==> config.mk <==
export PLATFORM = sky130hd
export DESIGN_NAME = seq_comparator_flat
export DESIGN_NICKNAME = d
export VERILOG_FILES = /design/src/rtl/seq_comparator_if.sv /design/src/rtl/seq_comparator.sv /design/src/flat_wrapper.sv
export SDC_FILE = /design/constraint.sdc
export NUM_CORES = 1
export LEC_CHECK = 0
export CAP_MARGIN = 10
export CORE_MARGIN = 8
export CORE_UTILIZATION = 54
export DETAILED_ROUTE_END_ITERATION = 8
export GPL_TIMING_DRIVEN = 0
export HOLD_SLACK_MARGIN = 0.08
export PLACE_DENSITY = 0.84
export SYNTH_ARGS = -nofsm -noshare
export SYNTH_HDL_FRONTEND = slang
export SYNTH_SLANG_ARGS = --single-unit
==> constraint.sdc <==
create_clock -name clk -period 4.7 [get_ports clk]
set_input_delay 0.705 -clock clk [delete_from_list [all_inputs] [get_ports clk]]
set_output_delay 0.705 -clock clk [all_outputs]
set_load 0.02 [all_outputs]
==> src/rtl/seq_comparator_if.sv <==
// seq_comparator_if: request/operand/result bundle for seq_comparator.
//   master: drives req, sign_mode, x, y; observes fin, busy and the result.
//   slave : the comparator side.
// Width must match the Width parameter of the attached seq_comparator.
interface seq_comparator_if #(
  parameter int Width = 32
);
  logic             req;
  logic             sign_mode;
  logic [Width-1:0] x;
  logic [Width-1:0] y;
  logic             fin;
  logic             busy;
  logic             bigger;
  logic             equal;
  logic             smaller;

  modport master (
    output req, sign_mode, x, y,
    input  fin, busy, bigger, equal, smaller
  );

  modport slave (
    input  req, sign_mode, x, y,
    output fin, busy, bigger, equal, smaller
  );
endinterface

==> src/rtl/seq_comparator.sv <==
// seq_comparator: chunk-serial magnitude comparator on a 4-phase req/fin
// handshake. Operands are latched on the starting edge and compared MSB
// chunk first, one chunk per clock, stopping at the first differing chunk.
// Ports:
//   clk   - system clock, rising edge
//   rst_n - asynchronous active-low reset
//   bus   - seq_comparator_if.slave (req, sign_mode, x, y in;
//           fin, busy, bigger, equal, smaller out)
//
// state | meaning
// IDLE  | waiting for req=1 with armed=1
// CMP   | comparing chunk idx of latched operands
// DONE  | result valid on fin/bigger/equal/smaller until req drops
module seq_comparator #(
  parameter int Width      = 32,
  parameter int ChunkWidth = 8
) (
  input  logic           clk,
  input  logic           rst_n,
  seq_comparator_if.slave bus
);

  localparam int NChunk = (Width + ChunkWidth - 1) / ChunkWidth;
  localparam int Ext    = NChunk * ChunkWidth;
  localparam int IdxW   = (NChunk > 1) ? $clog2(NChunk) : 1;

  localparam logic [1:0] IDLE = 2'd0;
  localparam logic [1:0] CMP  = 2'd1;
  localparam logic [1:0] DONE = 2'd2;

  logic [1:0]      state_q, state_d;
  logic            armed_q, armed_d;
  logic [IdxW-1:0] idx_q,   idx_d;
  logic [Ext-1:0]  xa_q,    xa_d;
  logic [Ext-1:0]  ya_q,    ya_d;
  logic [2:0]      res_q,   res_d;
  logic            fin_q,   fin_d;
  logic            busy_q,  busy_d;

  logic [Width-1:0]      flip;
  logic [Ext-1:0]        x_sh, y_sh;
  logic [ChunkWidth-1:0] x_chunk, y_chunk;

  always_comb begin
    // Inverting the sign bit of both operands maps two's-complement order
    // onto unsigned order, so the chunk compare stays unsigned.
    flip = '0;
    flip[Width-1] = bus.sign_mode;

    x_sh    = xa_q >> (ChunkWidth * int'(idx_q));
    y_sh    = ya_q >> (ChunkWidth * int'(idx_q));
    x_chunk = x_sh[ChunkWidth-1:0];
    y_chunk = y_sh[ChunkWidth-1:0];

    state_d = state_q;
    armed_d = armed_q;
    idx_d   = idx_q;
    xa_d    = xa_q;
    ya_d    = ya_q;
    res_d   = res_q;

    if (!bus.req) armed_d = 1'b1;

    case (state_q)
      IDLE: begin
        if (bus.req && armed_q) begin
          xa_d    = Ext'(bus.x ^ flip);
          ya_d    = Ext'(bus.y ^ flip);
          idx_d   = IdxW'(NChunk - 1);
          armed_d = 1'b0;
          state_d = CMP;
        end
      end
      CMP: begin
        if (x_chunk > y_chunk) begin
          res_d   = 3'b100;
          state_d = DONE;
        end else if (x_chunk < y_chunk) begin
          res_d   = 3'b001;
          state_d = DONE;
        end else if (idx_q == '0) begin
          res_d   = 3'b010;
          state_d = DONE;
        end else begin
          idx_d = idx_q - 1'b1;
        end
      end
      DONE: begin
        if (!bus.req) begin
          res_d   = 3'b000;
          state_d = IDLE;
        end
      end
      default: begin
        res_d   = 3'b000;
        state_d = IDLE;
      end
    endcase

    // fin/busy come straight from flops so they cannot glitch on state decode.
    fin_d  = (state_d == DONE);
    busy_d = (state_d != IDLE);
  end

  always_ff @(posedge clk or negedge rst_n) begin
    if (!rst_n) begin
      state_q <= IDLE;
      armed_q <= 1'b0;
      idx_q   <= '0;
      xa_q    <= '0;
      ya_q    <= '0;
      res_q   <= 3'b000;
      fin_q   <= 1'b0;
      busy_q  <= 1'b0;
    end else begin
      state_q <= state_d;
      armed_q <= armed_d;
      idx_q   <= idx_d;
      xa_q    <= xa_d;
      ya_q    <= ya_d;
      res_q   <= res_d;
      fin_q   <= fin_d;
      busy_q  <= busy_d;
    end
  end

  assign bus.fin     = fin_q;
  assign bus.busy    = busy_q;
  assign bus.bigger  = res_q[2];
  assign bus.equal   = res_q[1];
  assign bus.smaller = res_q[0];

endmodule

==> src/flat_wrapper.sv <==
// flat-port wrapper written by rule: the top's interface ports become plain ports
module seq_comparator_flat 
#(
  parameter int Width      = 32,
  parameter int ChunkWidth = 8
)
  (clk, rst_n, bus_req, bus_sign_mode, bus_x, bus_y, bus_fin, bus_busy, bus_bigger, bus_equal, bus_smaller);
  seq_comparator_if #(.Width(Width)) bus_i ();
  input  logic clk;
  input  logic rst_n;
  input wire logic [$bits(bus_i.req)-1:0] bus_req;
  input wire logic [$bits(bus_i.sign_mode)-1:0] bus_sign_mode;
  input wire logic [$bits(bus_i.x)-1:0] bus_x;
  input wire logic [$bits(bus_i.y)-1:0] bus_y;
  output wire logic [$bits(bus_i.fin)-1:0] bus_fin;
  output wire logic [$bits(bus_i.busy)-1:0] bus_busy;
  output wire logic [$bits(bus_i.bigger)-1:0] bus_bigger;
  output wire logic [$bits(bus_i.equal)-1:0] bus_equal;
  output wire logic [$bits(bus_i.smaller)-1:0] bus_smaller;
  assign bus_i.req = bus_req;
  assign bus_i.sign_mode = bus_sign_mode;
  assign bus_i.x = bus_x;
  assign bus_i.y = bus_y;
  assign bus_fin = bus_i.fin;
  assign bus_busy = bus_i.busy;
  assign bus_bigger = bus_i.bigger;
  assign bus_equal = bus_i.equal;
  assign bus_smaller = bus_i.smaller;
  seq_comparator #(.Width(Width), .ChunkWidth(ChunkWidth)) u_core (.clk(clk), .rst_n(rst_n), .bus(bus_i));
endmodule
**Word-level counts from Yosys, hierarchy flattened**

Index checks and enable logic that the tools add are counted.

- Register bits after elaboration: 74
- Input bits: 68
- Output and inout port bits: 5

- $add $sub $neg: 1
- Order comparisons: 2
- Eq/ne operators: 9
- Shift operators: 2
- Muxes and demuxes: 19
- Bitwise logic cells: 3
- Reduce and logical (&&, ||, !) cells: 8

Operators by type and width:

| operator | count |
|---|---|
| $shr 32x5->8 | 2 |
| $xor 32x32->32 | 2 |
| $mux 2 | 9 |
| $mux 3 | 4 |
| $pmux 3 s3 | 1 |
| $gt 8x8->1 | 1 |
| $lt 8x8->1 | 1 |
| $ne 2x2->1 const B | 4 |
| $pmux 2 s3 | 1 |
| $reduce_and 5->1 | 1 |
| $eq 2x2->1 const B | 2 |
| $logic_not 2->1 | 2 |
| $ne 4x1->1 const B | 1 |
| $pmux 2 s2 | 1 |
| $reduce_bool 2->1 | 2 |
| $mux 1 | 3 |
| $reduce_and 3->1 | 1 |
| $eq 2x1->1 const B | 1 |
| $ne 2x1->1 const B | 1 |
| $reduce_and 2->1 | 1 |
| $sub 2x1->2 const B | 1 |
| $logic_and 1x1->1 | 1 |
| $not 1->1 | 1 |

**Longest topological paths before layout**

Gate-level depths: netlist of the first run.

- Depth after elaboration: 6
- Depth in mapped cells: 9

**Worst setup path after synthesis of the first run**

Ideal clock, no wire load.

- Path type: reg2reg
- Start: register u_core.idx_q[0]
- End: register u_core.res_q[1]
- Library setup time: 121 ps
- Arrival time: 2353 ps
- Path slack: 2226 ps
- Cell stages (with the launch flop): 10
- Clock period less this slack: 2474 ps
- Cell sequence: dfrtp_1 > buf_4 > buf_4 > mux4_2 > ha_1 > nor2b_1 > o211ai_1 > nand3b_1 > and3b_1 > o22a_1

- Longest elaborated chain between the ends: 5

RTL lines:

| what | line | RTL |
|---|---|---|
| start: declaration | seq_comparator.sv:33 | `logic [IdxW-1:0] idx_q, idx_d;` |
| start signal: assignment | seq_comparator.sv:118 | `idx_q <= idx_d;` |
| $shr 32x5->8, on equally long branches | seq_comparator.sv:50, seq_comparator.sv:51 |  |
| $lt 8x8->1 | seq_comparator.sv:78 | `end else if (x_chunk < y_chunk) begin` |
| $mux 3 | seq_comparator.sv:78 |  |
| $mux 3 | seq_comparator.sv:75 | `if (x_chunk > y_chunk) begin` |
| $pmux 3 s3 | seq_comparator.sv:64 | `case (state_q)` |
| end signal: assignment | seq_comparator.sv:121 | `res_q <= res_d;` |
| end: declaration | seq_comparator.sv:36 | `logic [2:0] res_q, res_d;` |

Parallel ways exist; a longest one is shown, timed or not.
A chain may end at the register's enable or synchronous reset.

**Worst setup path in the final report of the first run**

Same ends and word-level chain as after synthesis.

==> results.py, run 1 <==
metrics = {
    "timing": {
        "skew_ps": 7.576,
        "grt_setup_unrepaired": "false",
        "holdWs_ps": 360.6,
        "period_minus_slack_ps": 2788,
        "finalSetupViolations": 0,
        "fin_tns_setup_ps": 0,
        "relSlewSlack_pct": 60.23,
        "fmax_mhz": 358.6,
        "hold_viol_final": 0,
        "maxSlewViolCount": 0,
        "worst_slew_pin_slew_ps": 596.5,
        "period_share_pct": 59.33,
    },
    "route": {
        "ant_nets": 0,
        "first_iter_violations": 73,
        "routedWlPerCell_um": 18.55,
        "drtPass1Iterations": 4,
        "num_vias": 2207,
        "drt-total-wl_mm": 7.384,
        "viasPerCell": 5.545,
        "drc": 0,
    },
    "final_layout": {
        "n_antenna_cell": 0,
        "nets": 393,
        "final_util_pct": 71.67,
        "instances_no_fill": 398,
        "drive_gt1_share_pct": 34.27,
        "areaGrowthSynthToFinish_pct": 30.52,
    },
    "worst_setup_path": {
        "critPathLaunchType": "register",
        "rr_startpoint": "u_core.idx_q[0]",
        "reg2reg_depth": 9,
        "crit_buf_inv": 2,
        "cp_slowest_cell": "mux4_2",
        "worstSetupPathType": "reg -> reg",
        "critPathMaxFanout": 10,
        "cp_data_required_time_ps": 4940,
        "cp_data_arrival_time_ps": 3030,
        "r2r-end": "u_core.res_q[1]",
        "crit_path_max_incr_delay_ps": 530,
        "cp_top_family": "multiplexers",
        "regToRegSetupSlack_ps": 1910,
        "critPathMostFrequentCell": "buf_4",
        "end_kind": "register",
        "worstPathCellList": "buf_4 -> buf_4 -> mux4_2 -> ha_1 -> a21oi_1 -> o21ai_0 -> nand3b_1 -> and3b_1 -> o22a_1",
    },
    "placed_design": {
        "port_buffers": 72,
        "dp.cells": 382,
        "post-dp-hpwl_mm": 5.262,
        "place.gp.congestion": 0.8274,
    },
    "cts": {
        "numCtsBuffers": 9,
        "ctsResizeCount": 0,
        "clockBufferDepth": 2,
        "insertion_delay_ps": 340,
        "postCtsSetupRepairBufs": 0,
        "root_buffer": "clkbuf_8",
        "cts_sinks": 74,
        "cts_tree": "done",
        "clkTransAtPathRegs_ps": 80,
        "htree_levels": 3,
        "cts_hold_buf": 0,
    },
    "logic_synthesis": {
        "synth.top_cells.by_count": "dfrtp_1, mux2_2, mux4_2, inv_1, ha_1",
        "synth_flop_cell": "dfrtp_1",
        "yosys_warnings": 0,
        "yosys-top-cells-area": "dfrtp_1, mux2_2, mux4_2",
        "synth_enable_flop_cells": 0,
        "yosys.area.top_type_share_pct": 54.03,
        "synth.most_common_cell": "dfrtp_1",
        "syn_nets": 309,
        "synth_cell_types": 29,
        "synth.avg_cell_area_um2": 14.77,
        "netlist_instances": 232,
        "seq_area_frac_synth_pct": 54.03,
        "synthesis.area_mm2": 0.003427,
        "synth-seq-cells": 74,
        "synthDominantAreaCellType": "dfrtp_1",
        "synthArstFlopShare_pct": 100.0,
    },
    "pwr": {
        "cellPowerDensity_mw_per_mm2": 573.5,
        "p_leak_nw": 1.929,
        "irDropWorstVdd_mv": 0.3723,
    },
    "grt": {
        "grt.overflow.total": 0,
        "antenna_found_initial": 0,
        "grt_max_degree": 75,
        "grt_pass1_vias": 2528,
        "track_usage_pct": 17.82,
        "grt_first_pass_wirelength_mm": 12.19,
    },
    "floorplan": {
        "die_h_um": 95.67,
        "die_w_um": 95.67,
        "initial_core_util_pct": 54.91,
        "core_area_mm2": 0.006241,
        "rows": 29,
        "die_area_mm2": 0.009152,
        "pin_count": 73,
    },
    "hold_path": {
        "hp-class": "in -> async",
    },
    "run": {
        "cap_viol_max_count": 0,
    },
    "run_status": {
        "outcome": "finished, final reports clean",
    },
}
layer usage:
layer / vias to the layer above / track usage (%) / routed length, um
li1: 1018 / - / -
met1: 1104 / 20.68 / 2987
met4: 0 / 8.707 / 197
met3: 17 / 5.827 / 447
met5: - / 0 / 0
met2: 68 / 29.14 / 3752
state kept, by name (all words and copies together) (netlist names):
| name | flops |
|---|---|
| u_core.res_q | 3 |
| u_core.bus.fin | 1 |
| u_core.idx_q | 2 |
| u_core.state_q | 2 |
| u_core.ya_q | 32 |
| u_core.xa_q | 32 |
| u_core.bus.busy | 1 |
| u_core.armed_q | 1 |
worst max-delay path by stage:
stage                               start              end  slack [ps]  depth (start not counted)
after floorplan           u_core.idx_q[0]  u_core.res_q[1]        2230                          9
after global placement              rst_n  u_core.ya_q[29]         430                          1
after detailed placement  u_core.idx_q[0]  u_core.res_q[1]        1930                          9
after CTS                 u_core.idx_q[0]  u_core.res_q[1]        1920                          9
after global routing      u_core.idx_q[0]  u_core.res_q[1]        1730                          9
final                     u_core.idx_q[0]  u_core.res_q[1]        1910                          9
where the power goes:
| group | total (mW) | internal [mW] | switching (mW) | leakage [nW] |
|---|---|---|---|---|
| sequential | 1.10 | 0.944 | 0.157 | 0.867 |
| clock | 0.504 | 0.271 | 0.233 | 0.105 |
| combinational | 0.959 | 0.575 | 0.384 | 0.956 |
stage by stage:
step / cell area [um2] / power (mW) / setup slack (ps)
finish: 4473 / 2.565 / 1912
global placement: 4244 / 2.004 / 429.6
floorplan: 3427 / 1.772 / 2226
CTS: 4473 / 2.581 / 1920
global route: 4473 / 2.728 / 1734
detailed placement: 4269 / 2.066 / 1930
worst register-to-register path, cell delays in order (launching register included):
cell,delay (ps)
dfrtp_1,330
buf_4,230
buf_4,260
mux4_2,530
ha_1,340
a21oi_1,150
o21ai_0,190
nand3b_1,260
and3b_1,210
o22a_1,180
layout by cell type, fill, tap and decap left out, types with 6 or more instances in the layout:
master / netlist / layout
dfrtp_1: 74 / 74
clkdlybuf4s50_1: 0 / 71
mux2_2: 62 / 62
mux4_2: 16 / 16
inv_1: 12 / 12
clkbuf_8: 0 / 11
ha_1: 9 / 9
a21oi_1: 8 / 8
o21ai_0: 8 / 8
buf_2: 6 / 6
cells by family after synthesis:
group           after synthesis  share of synthesized area (%)
mux                          80                          31.47
flops                        74                          54.03
buf+inv                      23                          3.286
compound gates               22                          3.615
simple gates                 22                          3.797
fa+ha+maj                     9                          3.286
xor+xnor                      2                         0.5112
final cells by class:
type                            instances  area, um2
Sequential cell                        74       1852
Inverter                               12      45.04
Clock inverter                          5      52.55
Multi-Input combinational cell        135       1463
Tap cell                               77      96.34
Fill cell                             423       1768
Buffer                                 11      67.56
Timing Repair Buffer                   73      745.7
Clock buffer                           11      151.4
No activity file was read; power rests on OpenSTA's default activity.
==> run 2: changes to the inputs <==
CORE_UTILIZATION = 51   (was 54)
PLACE_DENSITY = 0.8   (was 0.84)
clock period = 2.8 ns   (was 4.7 ns; I/O delays follow)
==> run 2 against run 1 <==
  * Global-route usage is 1.7 points lower
  * Wire length down 2.5%
  * Worst setup slack worse by 1800 ps
  * Sequential cell count is the same
  * Cell count increased by 0.25%
  * Clock power is 58% higher
  * Register-to-register slack got worse by 1800 ps
  * First-iteration DRC count up 16%
  * Fmax grew 3.7%
==> results.py, run 2 (synthesis results as in run 1) <==
metrics = {
    "pwr": {
        "p_leak_nw": 1.920,
        "power_frac_seq_pct": 43.6,
        "power_frac_comb_pct": 37.6,
        "pwr-share-clk_pct": 18.9,
        "power_switching_mw": 1.254,
        "cellPowerDensity_mw_per_mm2": 947.9,
        "swShare_pct": 29.65,
        "irDropWorstVdd_mv": 0.4693,
        "p_int_mw": 2.975,
    },
    "final_layout": {
        "final_util_pct": 67.14,
        "areaGrowthSynthToFinish_pct": 30.16,
        "nets": 392,
        "top_regs": "u_core.xa_q x32, u_core.ya_q x32, u_core.res_q x3",
        "final_cell_mix": "dfrtp_1, clkdlybuf4s50_1, mux2_2",
        "final_common_cell": "dfrtp_1",
        "drive_gt1_share_pct": 33.23,
        "n_antenna_cell": 0,
    },
    "worst_setup_path": {
        "crit_path_max_incr_delay_ps": 610,
        "cp_data_arrival_time_ps": 2920,
        "cp_slowest_cell": "dfrtp_1",
        "worstSetupPathType": "reg -> reg",
        "cp_data_required_time_ps": 3030,
        "cp_top_family": "flip-flops",
        "end_kind": "register",
        "worstPathCellList": "buf_6 -> mux4_2 -> ha_1 -> a21oi_1 -> o21ai_0 -> nand3b_1 -> and3b_1 -> o22a_1",
        "critPathMaxFanout": 10,
        "crit_buf_inv": 1,
        "critPathLaunchType": "register",
    },
    "route": {
        "first_iter_violations": 85,
        "ant_nets": 0,
        "routedWlPerCell_um": 18.05,
        "viasPerCell": 5.486,
        "drc": 0,
        "drt-total-wl_mm": 7.202,
        "num_vias": 2189,
        "drtPass1Iterations": 4,
    },
    "timing": {
        "grt_setup_unrepaired": "false",
        "worst_slew_pin_slew_ps": 453.6,
        "hold_viol_final": 0,
        "relSlewSlack_pct": 69.44,
        "finalSetupViolations": 0,
        "fmax_mhz": 371.8,
        "fin_tns_setup_ps": 0,
        "period_minus_slack_ps": 2689,
        "maxSlewViolCount": 0,
        "skew_ps": 5.437,
        "period_share_pct": 96.05,
    },
    "hold_path": {
        "hp-class": "in -> async",
    },
    "cts": {
        "insertion_delay_ps": 340,
        "clockBufferDepth": 2,
        "numCtsBuffers": 9,
        "htree_levels": 3,
        "cts_tree": "done",
        "postCtsSetupRepairBufs": 0,
        "cts_sinks": 74,
        "root_buffer": "clkbuf_8",
        "clkTransAtPathRegs_ps": 70,
    },
    "grt": {
        "grt_first_pass_wirelength_mm": 11.98,
        "antenna_found_initial": 0,
        "grt_pass1_vias": 2454,
        "grt.overflow.total": 0,
        "track_usage_pct": 16.11,
        "grt_max_degree": 62,
    },
    "floorplan": {
        "die_w_um": 97.98,
        "pin_count": 73,
        "die_area_mm2": 0.009599,
        "rows": 30,
        "core_area_mm2": 0.006644,
        "die_h_um": 97.98,
        "initial_core_util_pct": 51.58,
    },
    "placed_design": {
        "place.gp.congestion": 0.7960,
        "post-dp-hpwl_mm": 5.379,
        "port_buffers": 72,
    },
    "run": {
        "cap_viol_max_count": 0,
    },
    "run_status": {
        "outcome": "finished, final reports clean",
    },
}
-- run 2: cell count changes in the layout (fill, tap and decap cells not counted), sizes merged --
| cell | previous run | this run |
|---|---|---|
| clkinv | 3 | 2 |
| buf | 12 | 11 |
| dlygate4sd3 | 0 | 1 |
| clkinvlp | 1 | 0 |
-- run 2: area by class of cell --
cell class              instances  area (um2)
plain buffers                   9       60.06
clock buffers                  12       145.1
clock inverters                 3       40.04
fillers                       503        2183
inverters                      12       45.04
multi-input cells             135        1463
flip-flops and latches         74        1852
well taps                      80       100.1
repair buffers                 74       755.7
-- run 2: power groups by stage --
stage / sequential, mW / clock, mW / combinational, mW
finish: 1.84 / 0.797 / 1.59
global route: 1.91 / 0.874 / 1.72
CTS: 1.85 / 0.822 / 1.61
detailed placement: 1.87 / 0 / 1.60
global placement: 1.84 / 0 / 1.53
floorplan: 1.80 / 0 / 1.17
-- run 2: repair_timing --
| action | CTS | global route |
|---|---|---|
| hold buffers | 1 | 0 |
| gates resized for setup | 0 | 1 |
| endpoints found under the setup margin | 5 | 4 |
| hold endpoints to repair | 13 | 0 |
| cloned | 0 | 0 |
-- run 2: metal layers --
| layer | GRT usage [%] | vias up | wire length, um |
|---|---|---|---|
| li1 | - | 1011 | - |
| met1 | 18.35 | 1120 | 2995 |
| met2 | 26.82 | 47 | 3724 |
| met3 | 5.263 | 11 | 343 |
| met4 | 7.554 | 0 | 139 |
| met5 | 0 | - | 0 |
-- run 2: through the flow --
stage	worst slack [ps]	cells	instance area (um2)	hold slack (ps)	power, mW
after floorplan	326.0	232	3427	124.4	2.975
after global placement	-1206	384	4248	482.3	3.368
after detailed placement	-13.23	385	4273	293.8	3.463
after CTS	35.30	399	4457	465.9	4.279
after global routing	11.69	399	4461	494.3	4.506
final	110.7	399	4461	483.0	4.228
-- run 2: final timing paths --
check                           startpoint               to  slack [ps]  cells past startpoint
max                        u_core.idx_q[1]  u_core.res_q[1]         110                      8
min in group clk           u_core.xa_q[20]  u_core.xa_q[20]         500                      1
max reg2reg                u_core.idx_q[1]  u_core.res_q[1]         110                      8
max in group asynchronous            rst_n  u_core.ya_q[12]        1760                      3
min reg2reg                u_core.xa_q[20]  u_core.xa_q[20]         500                      1
min                                  rst_n   u_core.xa_q[2]         480                      2
==> run 3: changes to the inputs <==
PLACE_DENSITY = 0.92   (was 0.8)
==> run 3 against run 2 <==
  * Combinational power barely moved
  * Final area up 0.25%
  * Register-to-register slack better by 20 ps
  * Worst hold slack lost 270 ps
  * Power rose by 3.0%
  * Largest cell class unchanged
  * Wire length is 2.2% higher
  * Via count increased by 0.55%
  * Highest routed layer unchanged
  * Clock power increased by 14%
  * Critical endpoint unchanged
  * Critical path type unchanged
  * Sequential share of layout area is 0.10 points lower
  * Cell count did not move
==> results.py, run 3 (synthesis results as in run 1) <==
metrics = {
    "run_status": {
        "outcome": "finished, final reports clean",
    },
    "worst_setup_path": {
        "cp_data_required_time_ps": 3030,
        "cp_data_arrival_time_ps": 2900,
        "regToRegSetupSlack_ps": 130,
        "crit_path_max_incr_delay_ps": 520,
        "worstSetupPathType": "reg -> reg",
        "cp_slowest_cell": "mux4_2",
        "critPathLaunchType": "register",
        "cp_top_family": "multiplexers",
        "crit_buf_inv": 2,
        "worstPathCellList": "buf_6 -> buf_8 -> mux4_2 -> ha_1 -> a21oi_1 -> o21ai_0 -> nand3b_1 -> and3b_1 -> o22a_1",
        "r2r-end": "u_core.res_q[1]",
        "rr_startpoint": "u_core.idx_q[0]",
        "reg2reg_depth": 9,
        "end_kind": "register",
        "critPathMaxFanout": 10,
    },
    "timing": {
        "maxSlewViolCount": 0,
        "grt_setup_unrepaired": "false",
        "fin_tns_setup_ps": 0,
        "hold_viol_final": 0,
        "period_minus_slack_ps": 2674,
        "fmax_mhz": 374.0,
        "finalSetupViolations": 0,
        "relSlewSlack_pct": 39.05,
        "period_share_pct": 95.50,
        "worst_slew_pin_slew_ps": 914.3,
        "skew_ps": 12.24,
        "holdWs_ps": 212.0,
    },
    "pwr": {
        "cellPowerDensity_mw_per_mm2": 974.0,
        "p_leak_nw": 1.924,
        "p_total_mw": 4.355,
        "irDropWorstVdd_mv": 0.4241,
    },
    "final_layout": {
        "top_regs": "u_core.xa_q x32, u_core.ya_q x32, u_core.res_q x3",
        "final_cell_mix": "dfrtp_1, clkdlybuf4s50_1, mux2_2",
        "fillCellCount": 464,
        "final_common_cell": "dfrtp_1",
        "drive_gt1_share_pct": 33.86,
        "nets": 391,
        "areaGrowthSynthToFinish_pct": 30.49,
        "n_antenna_cell": 0,
        "final_util_pct": 67.31,
    },
    "floorplan": {
        "rows": 30,
        "core_area_mm2": 0.006644,
        "die_area_mm2": 0.009599,
        "die_w_um": 97.98,
        "die_h_um": 97.98,
        "initial_core_util_pct": 51.58,
        "pin_count": 73,
    },
    "cts": {
        "cts_tree": "done",
        "clockBufferDepth": 2,
        "ctsResizeCount": 0,
        "htree_levels": 3,
        "postCtsSetupRepairBufs": 0,
        "clkTransAtPathRegs_ps": 80,
        "cts_sinks": 74,
        "numCtsBuffers": 9,
        "root_buffer": "clkbuf_8",
        "insertion_delay_ps": 350,
        "cts_hold_buf": 0,
    },
    "route": {
        "routedWlPerCell_um": 18.44,
        "viasPerCell": 5.516,
        "drc": 0,
        "ant_nets": 0,
        "drtPass1Iterations": 4,
        "num_vias": 2201,
        "drt-total-wl_mm": 7.359,
        "first_iter_violations": 92,
    },
    "grt": {
        "grt_max_degree": 75,
        "grt_pass1_vias": 2479,
        "track_usage_pct": 16.43,
        "grt.overflow.total": 0,
        "grt_first_pass_wirelength_mm": 12.36,
        "antenna_found_initial": 0,
        "grt_util_met1_pct": 19.61,
        "met3_usage_pct": 4.125,
        "grt-busiest-layer": "met2",
        "grt_util_met2_pct": 26.82,
    },
    "placed_design": {
        "place.gp.congestion": 0.7749,
        "post-dp-hpwl_mm": 5.344,
        "port_buffers": 72,
    },
    "run": {
        "cap_viol_max_count": 0,
    },
    "hold_path": {
        "hp-class": "in -> async",
    },
}
-- run 3: cell types whose count changed in the layout (fill, tap and decap cells not counted), sizes merged --
cell | before | now
bufinv | 1 | 2
clkinvlp | 0 | 1
dlygate4sd3 | 1 | 0
clkbuf | 12 | 11
-- run 3: final cells by class --
| class | instances | area, um2 | area share [%] |
|---|---|---|---|
| buffer | 10 | 75.07 | 1.679 |
| clock buffer | 11 | 141.4 | 3.162 |
| clock inverter | 5 | 77.57 | 1.735 |
| inverter | 12 | 45.04 | 1.007 |
| multi-input combinational | 135 | 1463 | 32.71 |
| sequential | 74 | 1852 | 41.41 |
| tap | 80 | 100.1 | 2.238 |
| timing repair buffer | 72 | 718.2 | 16.06 |
-- run 3: worst register-to-register path, stage by stage, from the launching register on --
cell and delay (ps):
dfrtp_1 340, buf_6 190, buf_8 180, mux4_2 530, ha_1 340, a21oi_1 150, o21ai_0 180, nand3b_1 250
and3b_1 210, o22a_1 190
-- run 3: worst max path at each step --
stage	start	end	slack [ps]	cells past startpoint
5_1_grt	u_core.idx_q[0]	u_core.res_q[1]	20	9
3_5_place_dp	u_core.idx_q[0]	u_core.res_q[1]	30	9
3_3_place_gp	rst_n	u_core.ya_q[21]	-1130	1
4_1_cts	u_core.idx_q[0]	u_core.res_q[1]	0.2	9
2_1_floorplan	u_core.idx_q[0]	u_core.res_q[1]	330	9
6_report	u_core.idx_q[0]	u_core.res_q[1]	130	9
-- run 3: stage by stage --
step	area, um2	cells	setup slack, ps
2_1_floorplan	3427	232	326.0
3_3_place_gp	4248	384	-1129
3_5_place_dp	4245	384	27.04
4_1_cts	4464	400	0.2409
5_1_grt	4472	399	24.84
6_report	4472	399	126.0
-- run 3: report_power, final --
part,switching (mW),internal (mW),total (mW)
combinational,0.634,0.958,1.59
sequential,0.268,1.58,1.85
clock,0.388,0.523,0.911
-- run 3: routing by layer --
metal  wire length (um)  part of all wire, %  vias up
met4                217                  2.9        0
met1               3133                   43     1117
met5                  0                    0        -
li1                   -                    -     1009
met2               3720                   51       57
met3                287                  3.9       18
